===== src/rtl/irb_dma_engine.sv =====
// irb_dma_engine
//   DMA engine serving the main controller's load/store requests. Moves 32-bit
//   words between external memory and the on-chip buffers. Loads the 64-bit
//   layer descriptor (INF op) and pulses f_dma when each request finishes.
//
// Ports
//   clk, rst                 clock, asynchronous active-high reset
//   s_dma, dma_op            start pulse and op code (0 INF,1 FMI,2 KEX,3 KPW,4 KDW,5 FMO)
//   dma_mem_info1/2          word offsets added to the op's region base
//   base_*                   region base addresses
//   cfg_*                    tile geometry, row strides, linear lengths
//   ext_*                    external memory request/response bus
//   buf_*                    on-chip buffer port (buf_sel = latched op)
//   inf_conv                 layer descriptor loaded by INF
//   f_dma, busy              done pulse, activity flag
module irb_dma_engine #(
  parameter int DW      = 32,
  parameter int AW      = 32,
  parameter int BAW     = 16,
  parameter int MAX_OUT = 4
) (
  input  logic            clk,
  input  logic            rst,
  input  logic            s_dma,
  input  logic [2:0]      dma_op,
  input  logic [31:0]     dma_mem_info1,
  input  logic [31:0]     dma_mem_info2,
  input  logic [31:0]     base_inf,
  input  logic [31:0]     base_fmi,
  input  logic [31:0]     base_kex,
  input  logic [31:0]     base_kpw,
  input  logic [31:0]     base_kdw,
  input  logic [31:0]     base_fmo,
  input  logic [7:0]      cfg_tiw,
  input  logic [7:0]      cfg_tih,
  input  logic [7:0]      cfg_tow,
  input  logic [7:0]      cfg_toh,
  input  logic [15:0]     cfg_img_w,
  input  logic [15:0]     cfg_out_w,
  input  logic [15:0]     cfg_len_kex,
  input  logic [15:0]     cfg_len_kpw,
  input  logic [15:0]     cfg_len_kdw,
  output logic [AW-1:0]   ext_addr,
  output logic            ext_rd,
  output logic            ext_wr,
  input  logic            ext_ready,
  output logic [DW-1:0]   ext_wdata,
  input  logic [DW-1:0]   ext_rdata,
  input  logic            ext_rvalid,
  output logic [2:0]      buf_sel,
  output logic            buf_we,
  output logic            buf_re,
  output logic [BAW-1:0]  buf_addr,
  output logic [DW-1:0]   buf_wdata,
  input  logic [DW-1:0]   buf_rdata,
  output logic [63:0]     inf_conv,
  output logic            f_dma,
  output logic            busy
);

  localparam int CW = 17;
  localparam logic [2:0] OP_INF = 3'd0, OP_FMI = 3'd1, OP_KEX = 3'd2,
                         OP_KPW = 3'd3, OP_KDW = 3'd4, OP_FMO = 3'd5;
  localparam logic [3:0] OUT_LIMIT = 4'(MAX_OUT);

  typedef enum logic [2:0] {IDLE, RD, WR_FETCH, WR_PUSH, DONE} state_t;

  state_t          state, state_nx;
  logic [2:0]      op_q;
  logic [AW-1:0]   addr_q, row_base_q;
  logic [CW-1:0]   col_q, width_q, total_q, issued_q, recv_q, idx_q;
  logic [15:0]     stride_q;
  logic [3:0]      outst_q;
  logic            push_first_q;
  logic [DW-1:0]   wdata_q;

  logic            start, rd_acc, wr_acc, rv_ok, col_wrap;
  logic [31:0]     start_base;
  logic [AW-1:0]   start_addr;
  logic [CW-1:0]   start_total, start_width;
  logic [15:0]     start_stride;

  // Linear ops use width = total so the column never wraps mid-transfer.
  always_comb begin
    start_base   = '0;
    start_total  = '0;
    start_width  = '0;
    start_stride = '0;
    case (dma_op)
      OP_INF: begin
        start_base  = base_inf;
        start_total = CW'(2);
        start_width = CW'(2);
      end
      OP_FMI: begin
        start_base   = base_fmi;
        start_total  = {9'd0, cfg_tiw} * {9'd0, cfg_tih};
        start_width  = CW'(cfg_tiw);
        start_stride = cfg_img_w;
      end
      OP_KEX: begin
        start_base  = base_kex;
        start_total = CW'(cfg_len_kex);
        start_width = CW'(cfg_len_kex);
      end
      OP_KPW: begin
        start_base  = base_kpw;
        start_total = CW'(cfg_len_kpw);
        start_width = CW'(cfg_len_kpw);
      end
      OP_KDW: begin
        start_base  = base_kdw;
        start_total = CW'(cfg_len_kdw);
        start_width = CW'(cfg_len_kdw);
      end
      OP_FMO: begin
        start_base   = base_fmo;
        start_total  = {9'd0, cfg_tow} * {9'd0, cfg_toh};
        start_width  = CW'(cfg_tow);
        start_stride = cfg_out_w;
      end
      default: ;
    endcase
  end

  assign start_addr = AW'(start_base + dma_mem_info1 + dma_mem_info2);
  // The f_dma cycle is still treated as busy, so a start there is dropped.
  assign start      = s_dma && (state == IDLE) && !f_dma;
  assign ext_rd     = (state == RD) && (issued_q < total_q) && (outst_q < OUT_LIMIT);
  assign ext_wr     = (state == WR_PUSH);
  assign rd_acc     = ext_rd && ext_ready;
  assign wr_acc     = ext_wr && ext_ready;
  assign rv_ok      = (state == RD) && ext_rvalid && (outst_q != '0);
  assign col_wrap   = (col_q + CW'(1)) == width_q;

  assign ext_addr   = (ext_rd || ext_wr) ? addr_q : '0;
  // First push cycle forwards the buffer output directly; later stalled
  // cycles use the copy captured at the end of that first cycle.
  assign ext_wdata  = !ext_wr ? '0 : (push_first_q ? buf_rdata : wdata_q);
  assign buf_sel    = op_q;
  assign buf_we     = rv_ok && (op_q != OP_INF);
  assign buf_re     = (state == WR_FETCH);
  assign buf_addr   = buf_we ? recv_q[BAW-1:0] : (buf_re ? idx_q[BAW-1:0] : '0);
  assign buf_wdata  = buf_we ? ext_rdata : '0;
  assign busy       = (state != IDLE) || f_dma;

  always_ff @(posedge clk or posedge rst) begin
    if (rst) state <= IDLE;
    else     state <= state_nx;
  end

  always_comb begin
    state_nx = state;
    case (state)
      IDLE: if (start) begin
        if (start_total == '0)     state_nx = DONE;
        else if (dma_op == OP_FMO) state_nx = WR_FETCH;
        else                       state_nx = RD;
      end
      RD:       if (rv_ok && (recv_q + CW'(1)) == total_q) state_nx = DONE;
      WR_FETCH: state_nx = WR_PUSH;
      WR_PUSH:  if (wr_acc) state_nx = ((idx_q + CW'(1)) == total_q) ? DONE : WR_FETCH;
      DONE:     state_nx = IDLE;
      default:  state_nx = IDLE;
    endcase
  end

  always_ff @(posedge clk or posedge rst) begin
    if (rst) begin
      op_q         <= '0;
      addr_q       <= '0;
      row_base_q   <= '0;
      col_q        <= '0;
      width_q      <= '0;
      total_q      <= '0;
      stride_q     <= '0;
      issued_q     <= '0;
      recv_q       <= '0;
      outst_q      <= '0;
      idx_q        <= '0;
      push_first_q <= 1'b0;
      wdata_q      <= '0;
      inf_conv     <= '0;
      f_dma        <= 1'b0;
    end else begin
      f_dma        <= (state == DONE);
      push_first_q <= (state == WR_FETCH);
      if (push_first_q) wdata_q <= buf_rdata;

      if (start) begin
        op_q       <= dma_op;
        addr_q     <= start_addr;
        row_base_q <= start_addr;
        col_q      <= '0;
        width_q    <= start_width;
        total_q    <= start_total;
        stride_q   <= start_stride;
        issued_q   <= '0;
        recv_q     <= '0;
        outst_q    <= '0;
        idx_q      <= '0;
      end else begin
        if (rd_acc || wr_acc) begin
          if (col_wrap) begin
            col_q      <= '0;
            row_base_q <= row_base_q + AW'(stride_q);
            addr_q     <= row_base_q + AW'(stride_q);
          end else begin
            col_q  <= col_q + CW'(1);
            addr_q <= addr_q + AW'(1);
          end
        end
        if (rd_acc) issued_q <= issued_q + CW'(1);
        if (wr_acc) idx_q    <= idx_q + CW'(1);
        if (rd_acc && !rv_ok)      outst_q <= outst_q + 4'd1;
        else if (!rd_acc && rv_ok) outst_q <= outst_q - 4'd1;
        if (rv_ok) begin
          recv_q <= recv_q + CW'(1);
          if (op_q == OP_INF) begin
            if (recv_q == '0) inf_conv[31:0]  <= ext_rdata;
            else              inf_conv[63:32] <= ext_rdata;
          end
        end
      end
    end
  end

endmodule


===== config.mk =====
export PLATFORM = sky130hd
export DESIGN_NAME = irb_dma_engine
export DESIGN_NICKNAME = d
export VERILOG_FILES = /design/src/rtl/irb_dma_engine.sv
export SDC_FILE = /design/constraint.sdc
export NUM_CORES = 1
export LEC_CHECK = 0
export CORE_AREA = 3 3 244 246
export CTS_BUF_LIST = sky130_fd_sc_hd__clkbuf_8
export DETAILED_ROUTE_END_ITERATION = 8
export DIE_AREA = 0 0 247 249
export PLACE_DENSITY = 0.72
export SKIP_CTS_REPAIR_TIMING = 1
export SYNTH_ARGS = -nofsm -noshare
export SYNTH_HDL_FRONTEND = slang
export SYNTH_SLANG_ARGS = --single-unit

===== constraint.sdc =====
create_clock -name clk -period 22.5 [get_ports clk]
set_input_delay 5.625 -clock clk [delete_from_list [all_inputs] [get_ports clk]]
set_output_delay 5.625 -clock clk [all_outputs]
set_load 0.05 [all_outputs]

# Word-level counts from Yosys, hierarchy flattened
# Index checks and enable logic that the tools add are counted.
# word_totals
output_inout_bits,185
word_cells,119
in_bits,440
reg_bits,290
# classes
magnitude_cmp,2
eq_ne,15
muxes,35
reduce_logical,36
n_mul,2
bitwise,2
addsub,10
# ops
op,count
$mux W32,10
$pmux W16 S6,2
$pmux W32 S6,1
$mux W17,9
$add A17 B1 Y17 const B,4
$add A32 B32 Y32,2
$eq A17 B17 Y1,3
$logic_not A17 Y1,2
$add A32 B1 Y32 const B,1
$add A32 B16 Y32,1
$mul A8 B8 Y16,2
$mux W16,2
$pmux W16 S2,1
$lt A17 B17 Y1,1
$mux W3,5
$eq A3 B2 Y1 const B,4
$logic_and A1 B1 Y1,12
$mux W4,3
$pmux W3 S4,1
$reduce_bool A2 Y1,5
$eq A3 B3 Y1 const B,3
$logic_not A3 Y1,3
$reduce_bool A3 Y1,3
$reduce_and A4 Y1,2
other kinds (13),20

# Logic depth before layout (Yosys ltp)
# Gate-level depths: netlist (run 1).
# depth
depth_word,9
ltp_mapped,21
ltp_nobuf,19

# Worst setup path after synthesis (run 1)
# OpenSTA, ideal clock, no wires.
# synth_timing
path_type,input to output
startpoint,input ext_rvalid
endpoint,output buf_wdata[22]
t_arrival_ps,7120
path_slack_ps,9755
required_time_ps,16875
path_stages,4
path_buffers,1
path_cell_list,nand3_1 nor2_1 clkbuf_1 and2_1
# synth_between
elab_chain_len,4
# synth_lines
item,line_no,source
from (decl),49,"input logic ext_rvalid,"
$logic_and A1 B1 Y1 (2 in series),133,assign rv_ok = (state == RD) && ext_rvalid && (outst_q != '0);
$logic_and A1 B1 Y1,141,assign buf_we = rv_ok && (op_q != OP_INF);
net buf_we,51,"output logic buf_we,"
$mux W32,144,assign buf_wdata = buf_we ? ext_rdata : '0;
to (decl),54,"output logic [DW-1:0] buf_wdata,"
# The timed path passes the listed nets, and every way through them passes these cells.

# Worst setup path after layout (run 1)
# layout_timing
startpoint,input ext_rvalid
endpoint,output buf_addr[8]
# layout_between
elab_chain_len,4
# layout_lines
item,line_no,source
$logic_and A1 B1 Y1 (2 in series),133,
$logic_and A1 B1 Y1,141,
$mux W16,143,assign buf_addr = buf_we ? recv_q[BAW-1:0] : (buf_re ? idx_q[BAW-1:0] : '0);
to (decl),53,"output logic [BAW-1:0] buf_addr,"
# No other way between the ends.

==> qor.yml, run 1 <==
numCtsBuffers: 49
stdcell_count: 4203
worstPathMaxFanout: 49
synth_area_per_cell_um2: 8.92
die_w_um: 247
via_count: 24700
drt-initial-drc-count: 1755
synth-compound-area-share_pct: 18.9
clock_latency_ns: 0.65
grt_max_degree: 170
ys_async_sr_fraction_pct: 100
die_h_um: 249
clockBufferDepth: 3
dp_cells: 4098
cts_root_buf: "clkbuf_8"
fin_crit_sh_pct: 62.3
fin_util_pct: 57.8
clock_skew_ns: 0.0592
r2r-end: "addr_q[10]$_DFFE_PP0P_"
drive_gt1_share_pct: 8.09
gp_congestion: 0.958
whs_endpoint: "stride_q[2]$_DFFE_PP0P_"
dp_hpwl_mm: 73.5
grt_setup_unrepaired: "no"
power_leakage_nw: 14.3
htree_levels: 2
routed_wirelength_mm: 93.4
power_density_nw_per_um2: 76.1
synthAdderAreaFrac_pct: 15.4
yosys.area.top_type: "dfrtp_1"
syn_inst: 2836
drt_pass1_iterations: 6
synthSimpleGateAreaFrac_pct: 19.6
clock-sinks: 288
tritoncts: "yes"
cpPeakStageDelay_ns: 0.86
synth_ff_type: "dfrtp_1"
antenna_found_initial: 17
pin_count: 625
worstPathRequired_ns: 16.88
r2r_slack_ns: 18.13
nets: 4071
status: "completed"
maxSlewViolCount: 0
max_freq_mhz: 71.3
synth_top_family_by_area: "simple AND/OR/NAND/NOR gates"
setup-tns-final_ns: 0
worstPathCellList: "clkdlybuf4s50_1 > nand3_1 > buf_4 > nor2_4 > a22o_1 > clkdlybuf4s50_1"
wl_per_cell_um: 22.2
core_area_um2: 57600
gr-total-overflow: 0
path_buf_inv: 3
synth_top_area_share_pct: 28.5
grt_pass1_wl_mm: 143
synthMuxAreaShare_pct: 7.35
hold_path_depth: 2
path_delay_family: "buffers and inverters"
synth_common_cells: "dfrtp_1 (288), nand2_1 (225), nor2_1 (174)"
synth.area.top_cells: "dfrtp_1 (28%), fa_1 (8.4%), ha_1 (7.0%)"
first_global_vias: 25100
cp.depth: 6
min_path_type: "reg -> reg"
syn_nets: 3523
hp-start: "stride_q[2]$_DFFE_PP0P_"
post-synth-top-count-cell: "dfrtp_1"
worstMarginPinSlew_ns: 1.29
drv_cap: 0
setup.worst_path.end_class: "output port"
ys_seq_area_share_pct: 28.5
ir_drop_v: 0.0000758
grt_usage_pct: 29.6
vias_per_cell: 5.88
cp-start-kind: "input port"
die_area_um2: 61500
synth-seq-cells: 288
crit_slowest_cell: "nor2_4"
finalHoldViolCount: 0
synth_xor_area_share_pct: 5.54
crit_type: "in -> out"
yosysWarnings: 0
r2r-start: "state[2]$_DFFE_PP0P_"
critPathMostFrequentCell: "clkdlybuf4s50_1"
area_growth_pct: 31.6
synth_edf_count: 0
slew_headroom_pct: 14.1
rr_worst_depth: 11
clkTransAtPathRegs_ns: 0.06
io_buffers: 624
ys_types: 99
initial_utilization_pct: 43.9
netlist_area_um2: 25300
drcViolationCount: 0
dp_slack_ns: 8.50
setup_viol: 0
critical_path_arrival_ns: 8.40
min_period_ns: 14.02
finalWorstSetupSlack_ns: 8.48
antenna_left: 0
rows: 88
-- power by group --
group          leakage, nW  internal (W)  switching (W)
Combinational         9.98      0.000522       0.000800
Sequential            3.71      0.000600      0.0000800
Clock                0.605      0.000300       0.000233
-- area by class of cell --
type | count | area, um^2
clock buffers | 70 | 963
diodes | 14 | 35.0
fillers | 5090 | 24300
repair buffers | 645 | 6410
clock inverters | 21 | 166
inverters | 155 | 589
multi-input cells | 2245 | 17000
well taps | 765 | 957
flip-flops and latches | 288 | 7210
-- layout by cell type, fill, tap and decap left out, types with 14 or more instances in the layout --
cell               n
clkdlybuf4s50_1  622
dfrtp_1          288
nand2_1          224
o21ai_0          172
and2_1           172
nor2_1           166
inv_1            162
ha_1             141
a21oi_1          139
mux2_2           114
fa_1             106
xnor2_1           97
nand3_1           97
a22oi_1           86
clkbuf_8          70
xor2_1            63
mux2i_1           52
nor3_1            46
nor2b_1           44
a21o_1            40
o31ai_1           37
nand4_1           34
and3_1            33
a31oi_1           31
o211ai_1          28
a22o_1            25
o22ai_1           23
a211oi_1          23
buf_4             21
or3_1             18
and4_1            15
nand2b_1          15
o21a_1            15
diode_2           14
-- through the flow --
stage	cell area, um^2	hold WS [ns]	power [W]
after floorplan	25300	0.453	0.00153
after global placement	32100	0.472	0.00198
after detailed placement	32100	0.479	0.00200
after CTS	33300	0.495	0.00254
after global routing	33300	0.502	0.00268
final	33300	0.493	0.00254
-- state kept, by name, summed over array words and instances, names as in the netlist, 16 cells and up --
| register | flops |
|---|---|
| row_base_q | 32 |
| idx_q | 17 |
| stride_q | 16 |
| width_q | 16 |
| recv_q | 17 |
| wdata_q | 32 |
| addr_q | 32 |
| total_q | 16 |
| inf_conv | 64 |
| col_q | 17 |
| issued_q | 17 |
-- layer usage --
layer / vias up / wire length [um] / track usage [%]
met2: 1166 / 46200 / 51.9
li1: 11300 / - / -
met1: 12000 / 35100 / 34.6
met5: - / 13 / 0
met3: 239 / 6830 / 4.74
met4: 2 / 5270 / 15.5
-- worst max path at each step --
stage                          start                     to  slack (ns)
after floorplan                  rst  addr_q[0]$_DFFE_PP0P_        8.93
after global placement    ext_rvalid            buf_addr[4]        8.63
after detailed placement  ext_rvalid            buf_addr[3]        8.50
after CTS                 ext_rvalid            buf_addr[3]        8.49
after global routing      ext_rvalid           buf_addr[15]        8.36
final                     ext_rvalid            buf_addr[8]        8.48
-- logic make-up (layout without fill, tap and decap cells) --
logic type / after synthesis / after routing
AND/OR/NAND/NOR: 944 / 944
AO/OA/AOI/OAI: 725 / 725
XOR/XNOR: 160 / 160
multiplexers: 169 / 169
adder cells (fa/ha/maj): 247 / 247
other: 0 / 14
flip-flops: 288 / 288
buffers and inverters: 303 / 891
-- worst register-to-register path, cell delays in order (launching register included) --
cell and delay [ns]:
dfrtp_1 0.46, nand2b_1 0.25, nor2_2 0.18, buf_4 0.35, nand2_1 0.57, nand2_1 0.43
nor2_2 0.06, buf_4 0.24, nand2_1 0.82, nand2_2 0.24, or4b_1 0.57, o211a_1 0.14
Power figures use the tool's default switching activity.
==> run 2, diff against run 1 <==
Settings changed: CORE_AREA 3 3 244 246 to unset, CORE_ASPECT_RATIO set to 0.6, CORE_MARGIN set to 3, CORE_UTILIZATION set to 47, DIE_AREA 0 0 247 249 to unset, PLACE_DENSITY 0.72 to 0.8.
Clock period 22.5 ns to 12.5 ns, I/O delays scaled along.
==> qor.yml, run 2 (synthesis results as in run 1) <==
power_frac_comb_pct: 53.0  # +0.9 points
fin_crit_sh_pct: 71.8
crit_type: "in -> out"
pin_count: 625  # unchanged
grt_max_degree: 173  # +1.8%
core_area_um2: 52900  # -8.2%
tritoncts: "yes"
power_density_nw_per_um2: 137  # +80%
largest_reg_flops: 64  # unchanged
switching_share_pct: 43.7  # -0.15 points
intPower_w: 0.00256  # +80%
grt_setup_unrepaired: "no"
clock_latency_ns: 0.60  # -0.05 ns
critical_path.startpoint: "ext_rvalid"
via_count: 24800  # +0.34%
grt_pass1_wl_mm: 140  # -2.3%
grt_usage_pct: 31.2  # +1.6 points
gr-total-overflow: 0  # unchanged
drive_gt1_share_pct: 7.76  # -0.33 points
worstPathMaxFanout: 49  # unchanged
clock-sinks: 288  # unchanged
die_h_um: 186  # -25%
clock_power_share_pct: 20.5  # -0.5 points
final_cell_mix: "clkdlybuf4s50_1 (622), dfrtp_1 (288), nand2_1 (224)"
layout_commonest_cell: "clkdlybuf4s50_1"
die_w_um: 306  # +24%
clock_skew_ns: 0.0446  # -0.0146 ns
cp-start-kind: "input port"
die_area_um2: 56800  # -7.7%
rr_worst_depth: 9  # -2
p_switching_w: 0.00199  # +79%
area_growth_pct: 30.8
power_leakage_nw: 14.3  # -0.23%
clockBufferDepth: 3  # unchanged
slew_headroom_pct: 20.4  # +6.3 points
clkTransAtPathRegs_ns: 0.06  # about the same
antenna_found_initial: 4  # -13
worstPathRequired_ns: 9.38  # -7.50 ns
routed_wirelength_mm: 91.5  # -2.1%
antenna_left: 0  # unchanged
setup-tns-final_ns: 0  # unchanged
worstMarginPinSlew_ns: 1.19  # -0.103 ns
dp_slack_ns: 3.56  # -4.94 ns
rows: 65  # -26%
drv_cap: 0  # unchanged
drt-initial-drc-count: 2703  # +54%
gp_congestion: 1.02  # +6.6%
max_freq_mhz: 111
numCtsBuffers: 46  # -6.1%
setup.worst_path.end_class: "output port"
power_frac_seq_pct: 26.5  # -0.3 points
drt_pass1_iterations: 6  # unchanged
dp_hpwl_mm: 71.8  # -2.3%
status: "completed"
cts_root_buf: "clkbuf_8"
critical_path_arrival_ns: 5.85  # -2.55 ns
top_register: "inf_conv"
ir_drop_v: 0.0000787  # +3.9%
finalHoldViolCount: 0  # unchanged
fin_util_pct: 62.6  # +4.8 points
htree_levels: 2  # unchanged
initial_utilization_pct: 47.9  # +3.9 points
vias_per_cell: 6.02  # +2.3%
drcViolationCount: 0  # unchanged
nets: 4069  # -0.049%
finalWorstSetupSlack_ns: 3.52  # -4.95 ns
r2r-start: "state[0]$_DFFE_PP0P_"
min_period_ns: 8.98
critPathCapture: "buf_wdata[24]"
r2r_slack_ns: 8.30  # -9.83 ns
maxSlewViolCount: 0  # unchanged
min_path_type: "reg -> reg"
io_buffers: 624  # unchanged
setup_viol: 0  # unchanged
r2r-end: "addr_q[6]$_DFFE_PP0P_"
first_global_vias: 23800  # -4.9%
wl_per_cell_um: 22.2  # -0.11%
-- run 2: cell type report --
cell class                 instances  area, um^2
fill                            4485       19800
multi-input combinational       2245       17000
sequential                       288        7210
timing repair buffer             646        6410
tap                              703         880
clock buffer                      52         716
inverter                         155         589
clock inverter                    29         319
antenna                            3        7.51
-- run 2: how the worst min path moves through the flow --
stage                                      end  cells past startpoint                        from
global route              wdata_q[4]$_DFF_PP0_                      1        wdata_q[4]$_DFF_PP0_
global placement    row_base_q[14]$_DFFE_PP0P_                      1  row_base_q[14]$_DFFE_PP0P_
detailed placement    stride_q[12]$_DFFE_PP0P_                      2    stride_q[12]$_DFFE_PP0P_
finish                 stride_q[8]$_DFFE_PP0P_                      2     stride_q[8]$_DFFE_PP0P_
CTS                    stride_q[7]$_DFFE_PP0P_                      2     stride_q[7]$_DFFE_PP0P_
floorplan              stride_q[0]$_DFFE_PP0P_                      2     stride_q[0]$_DFFE_PP0P_
-- run 2: metal layers --
| metal | wire length (um) | share of wire [%] | track usage, % | up-vias |
|---|---|---|---|---|
| met5 | 0 | 0 | 0 | - |
| met4 | 2910 | 3.2 | 9.44 | 0 |
| met3 | 9320 | 10 | 6.64 | 188 |
| met2 | 40800 | 45 | 49.8 | 1468 |
| met1 | 38500 | 42 | 42.9 | 11900 |
| li1 | - | - | - | 11300 |
-- run 2: metrics by stage --
stage / total power [W] / instances / hold slack, ns / cell area [um^2]
after floorplan: 0.00275 / 2836 / 0.453 / 25300
after global placement: 0.00355 / 4037 / 0.470 / 32100
after detailed placement: 0.00358 / 4037 / 0.476 / 32100
after CTS: 0.00453 / 4118 / 0.493 / 33100
after global routing: 0.00479 / 4121 / 0.506 / 33100
final: 0.00454 / 4121 / 0.490 / 33100
-- run 2: power by group through the flow --
stage	Sequential [W]	Clock [W]	Combinational, W
after floorplan	0.00156	0	0.00119
after global placement	0.00121	0	0.00234
after detailed placement	0.00122	0	0.00236
after CTS	0.00120	0.000947	0.00238
after global routing	0.00122	0.000986	0.00258
final	0.00120	0.000930	0.00241
-- run 2: worst max-delay path: stages --
cell and delay [ns]:
clkdlybuf4s50_1 0.48, nand3_1 0.07, buf_4 0.25, nor2_4 0.78, and2_1 0.26, clkdlybuf4s50_1 0.83
==> run 3, diff against run 2 <==
Clock period 12.5 ns to 7.78 ns, I/O delays scaled along.
==> qor.yml, run 3 (synthesis results as in run 1) <==
tritoncts: "yes"
placed_area_um2: 32200  # +0.41%
area_growth_pct: 31.2
numCtsBuffers: 45  # -2.2%
crit_type: "in -> reg"
drive_gt1_share_pct: 8.47  # +0.71 points
min_path_type: "reg -> reg"
cpPeakStageDelay_ns: 0.72  # -0.11 ns
ir_drop_v: 0.000147  # +86%
drcViolationCount: 0  # unchanged
crit_slowest_cell: "clkdlybuf4s50_1"
clkTransAtPathRegs_ns: 0.07  # about the same
cp-start-kind: "input port"
htree_levels: 2  # unchanged
via_count: 24700  # -0.46%
grt_pass1_wl_mm: 143  # +2.2%
maxSlewViolCount: 0  # unchanged
drt_pass1_iterations: 8  # +2
path_delay_family: "adder cells"
status: "completed"
dp_cells: 4055  # +0.45%
die_w_um: 306  # unchanged
n_fill_cell: 4467  # -0.40%
setup.worst_path.end_class: "register"
worstPathRequired_ns: 8.31  # -1.07 ns
core_area_um2: 52900  # unchanged
gr-total-overflow: 0  # unchanged
grt_usage_pct: 32.0  # +0.79 points
antenna_found_initial: 3  # -1
fin_crit_sh_pct: 91.3
worstPathCellList: "clkdlybuf4s50_1 > nand2_1 > fa_1 > fa_1 > inv_1 > fa_1 > inv_1 > fa_1 > inv_1 > ha_1 > a211oi_1 > o211ai_1 > a31oi_1 > o21ai_0 > xnor2_1 > o221a_2 > nand4_1 > o41ai_1 > and2_1"
stdcell_count: 4141  # +0.49%
finalHoldViolCount: 0  # unchanged
slew_headroom_pct: 22.9  # +2.5 points
top_register: "inf_conv"
final_cell_mix: "clkdlybuf4s50_1 (622), dfrtp_1 (288), nand2_1 (224)"
worstMarginPinSlew_ns: 1.15  # -0.0370 ns
clock_skew_ns: 0.0385  # -0.00601 ns
power_density_nw_per_um2: 219  # +59%
layout_commonest_cell: "clkdlybuf4s50_1"
nets: 4086  # +0.42%
initial_utilization_pct: 47.9  # unchanged
gp_congestion: 1.01  # -0.87%
final_cell_area_um2: 33200  # +0.27%
min_period_ns: 7.10
worstPathMaxFanout: 9  # -82%
grt_setup_unrepaired: "no"
largest_reg_flops: 64  # unchanged
antenna_left: 0  # unchanged
dp_hpwl_mm: 73.9  # +3.0%
wl_per_cell_um: 22.4  # +1.1%
setup_viol: 0  # unchanged
clock_latency_ns: 0.62  # +0.02 ns
die_h_um: 186  # unchanged
clockBufferDepth: 3  # unchanged
drt-initial-drc-count: 2815  # +4.1%
clock-sinks: 288  # unchanged
holdWs_ns: 0.489  # -0.000418 ns
die_area_um2: 56800  # unchanged
first_global_vias: 23900  # +0.27%
path_buf_inv: 4  # +1
grt_max_degree: 173  # unchanged
power_leakage_nw: 14.3  # +0.42%
max_freq_mhz: 141
cts_root_buf: "clkbuf_8"
critPathMostFrequentCell: "fa_1"
pin_count: 625  # unchanged
critical_path_arrival_ns: 7.63  # +1.78 ns
io_buffers: 624  # unchanged
routed_wirelength_mm: 93.0  # +1.6%
rows: 65  # unchanged
drv_cap: 0  # unchanged
vias_per_cell: 5.96  # -0.94%
setup-tns-final_ns: 0  # unchanged
[run 3: changes by cell type in the layout (fill, tap and decap cells not counted), sizes merged]
cell,before,now
diode,3,4
bufinv,7,3
clkbuf,52,57
buf,24,42
inv,168,161
clkinv,6,14
clkinvlp,3,2
[run 3: final timing paths]
check	startpoint	endpoint	slack [ns]	depth (start not counted)
max	cfg_tow[3]	state[2]$_DFFE_PP0P_	0.68	19
min	stride_q[6]$_DFFE_PP0P_	stride_q[6]$_DFFE_PP0P_	0.49	2
max reg2reg	col_q[0]$_DFFE_PP0P_	row_base_q[10]$_DFFE_PP0P_	3.81	10
min reg2reg	stride_q[6]$_DFFE_PP0P_	stride_q[6]$_DFFE_PP0P_	0.49	2
max in group asynchronous	rst	addr_q[31]$_DFFE_PP0P_	4.56	3
min in group asynchronous	rst	inf_conv[23]$_DFFE_PP0P_	1.81	2
[run 3: metrics by stage]
stage	setup slack, ns	utilization [%]	power, W
2_1_floorplan	1.18	-	0.00441
3_3_place_gp	0.303	60.9	0.00575
3_5_place_dp	0.199	60.9	0.00579
4_1_cts	0.792	62.8	0.00723
5_1_grt	0.332	62.8	0.00767
6_report	0.677	62.8	0.00726
[run 3: tightest hold or removal path, cell delays in order, from the launching register on]
cell,delay [ns]
dfrtp_1,0.35
nand2_1,0.05
o31ai_1,0.05
[run 3: report_power, final]
group / total [W] / internal, W / leakage [nW] / switching, W
registers: 0.00194 / 0.00174 / 3.71 / 0.000200
clock network: 0.00143 / 0.000768 / 0.544 / 0.000661
logic: 0.00389 / 0.00153 / 10.1 / 0.00236
total: 0.00726 / 0.00403 / 14.3 / 0.00322
[run 3: metal layers]
metal / vias up / routed length (um) / track usage [%]
met5: - / 0 / 0
met4: 0 / 2310 / 8.34
met3: 153 / 9490 / 7.45
met2: 1391 / 41900 / 51.3
met1: 11800 / 39300 / 43.9
li1: 11300 / - / -
[run 3: layout make-up]
cell class / count / area, um^2 / share of cell area, %
flip-flops and latches: 288 / 7210 / 21.7
clock buffers: 57 / 785 / 2.36
repair buffers: 664 / 6550 / 19.7
multi-input cells: 2245 / 17000 / 51.1
well taps: 703 / 880 / 2.65
diodes: 4 / 10.0 / 0.0301
clock inverters: 25 / 206 / 0.622
inverters: 155 / 586 / 1.76
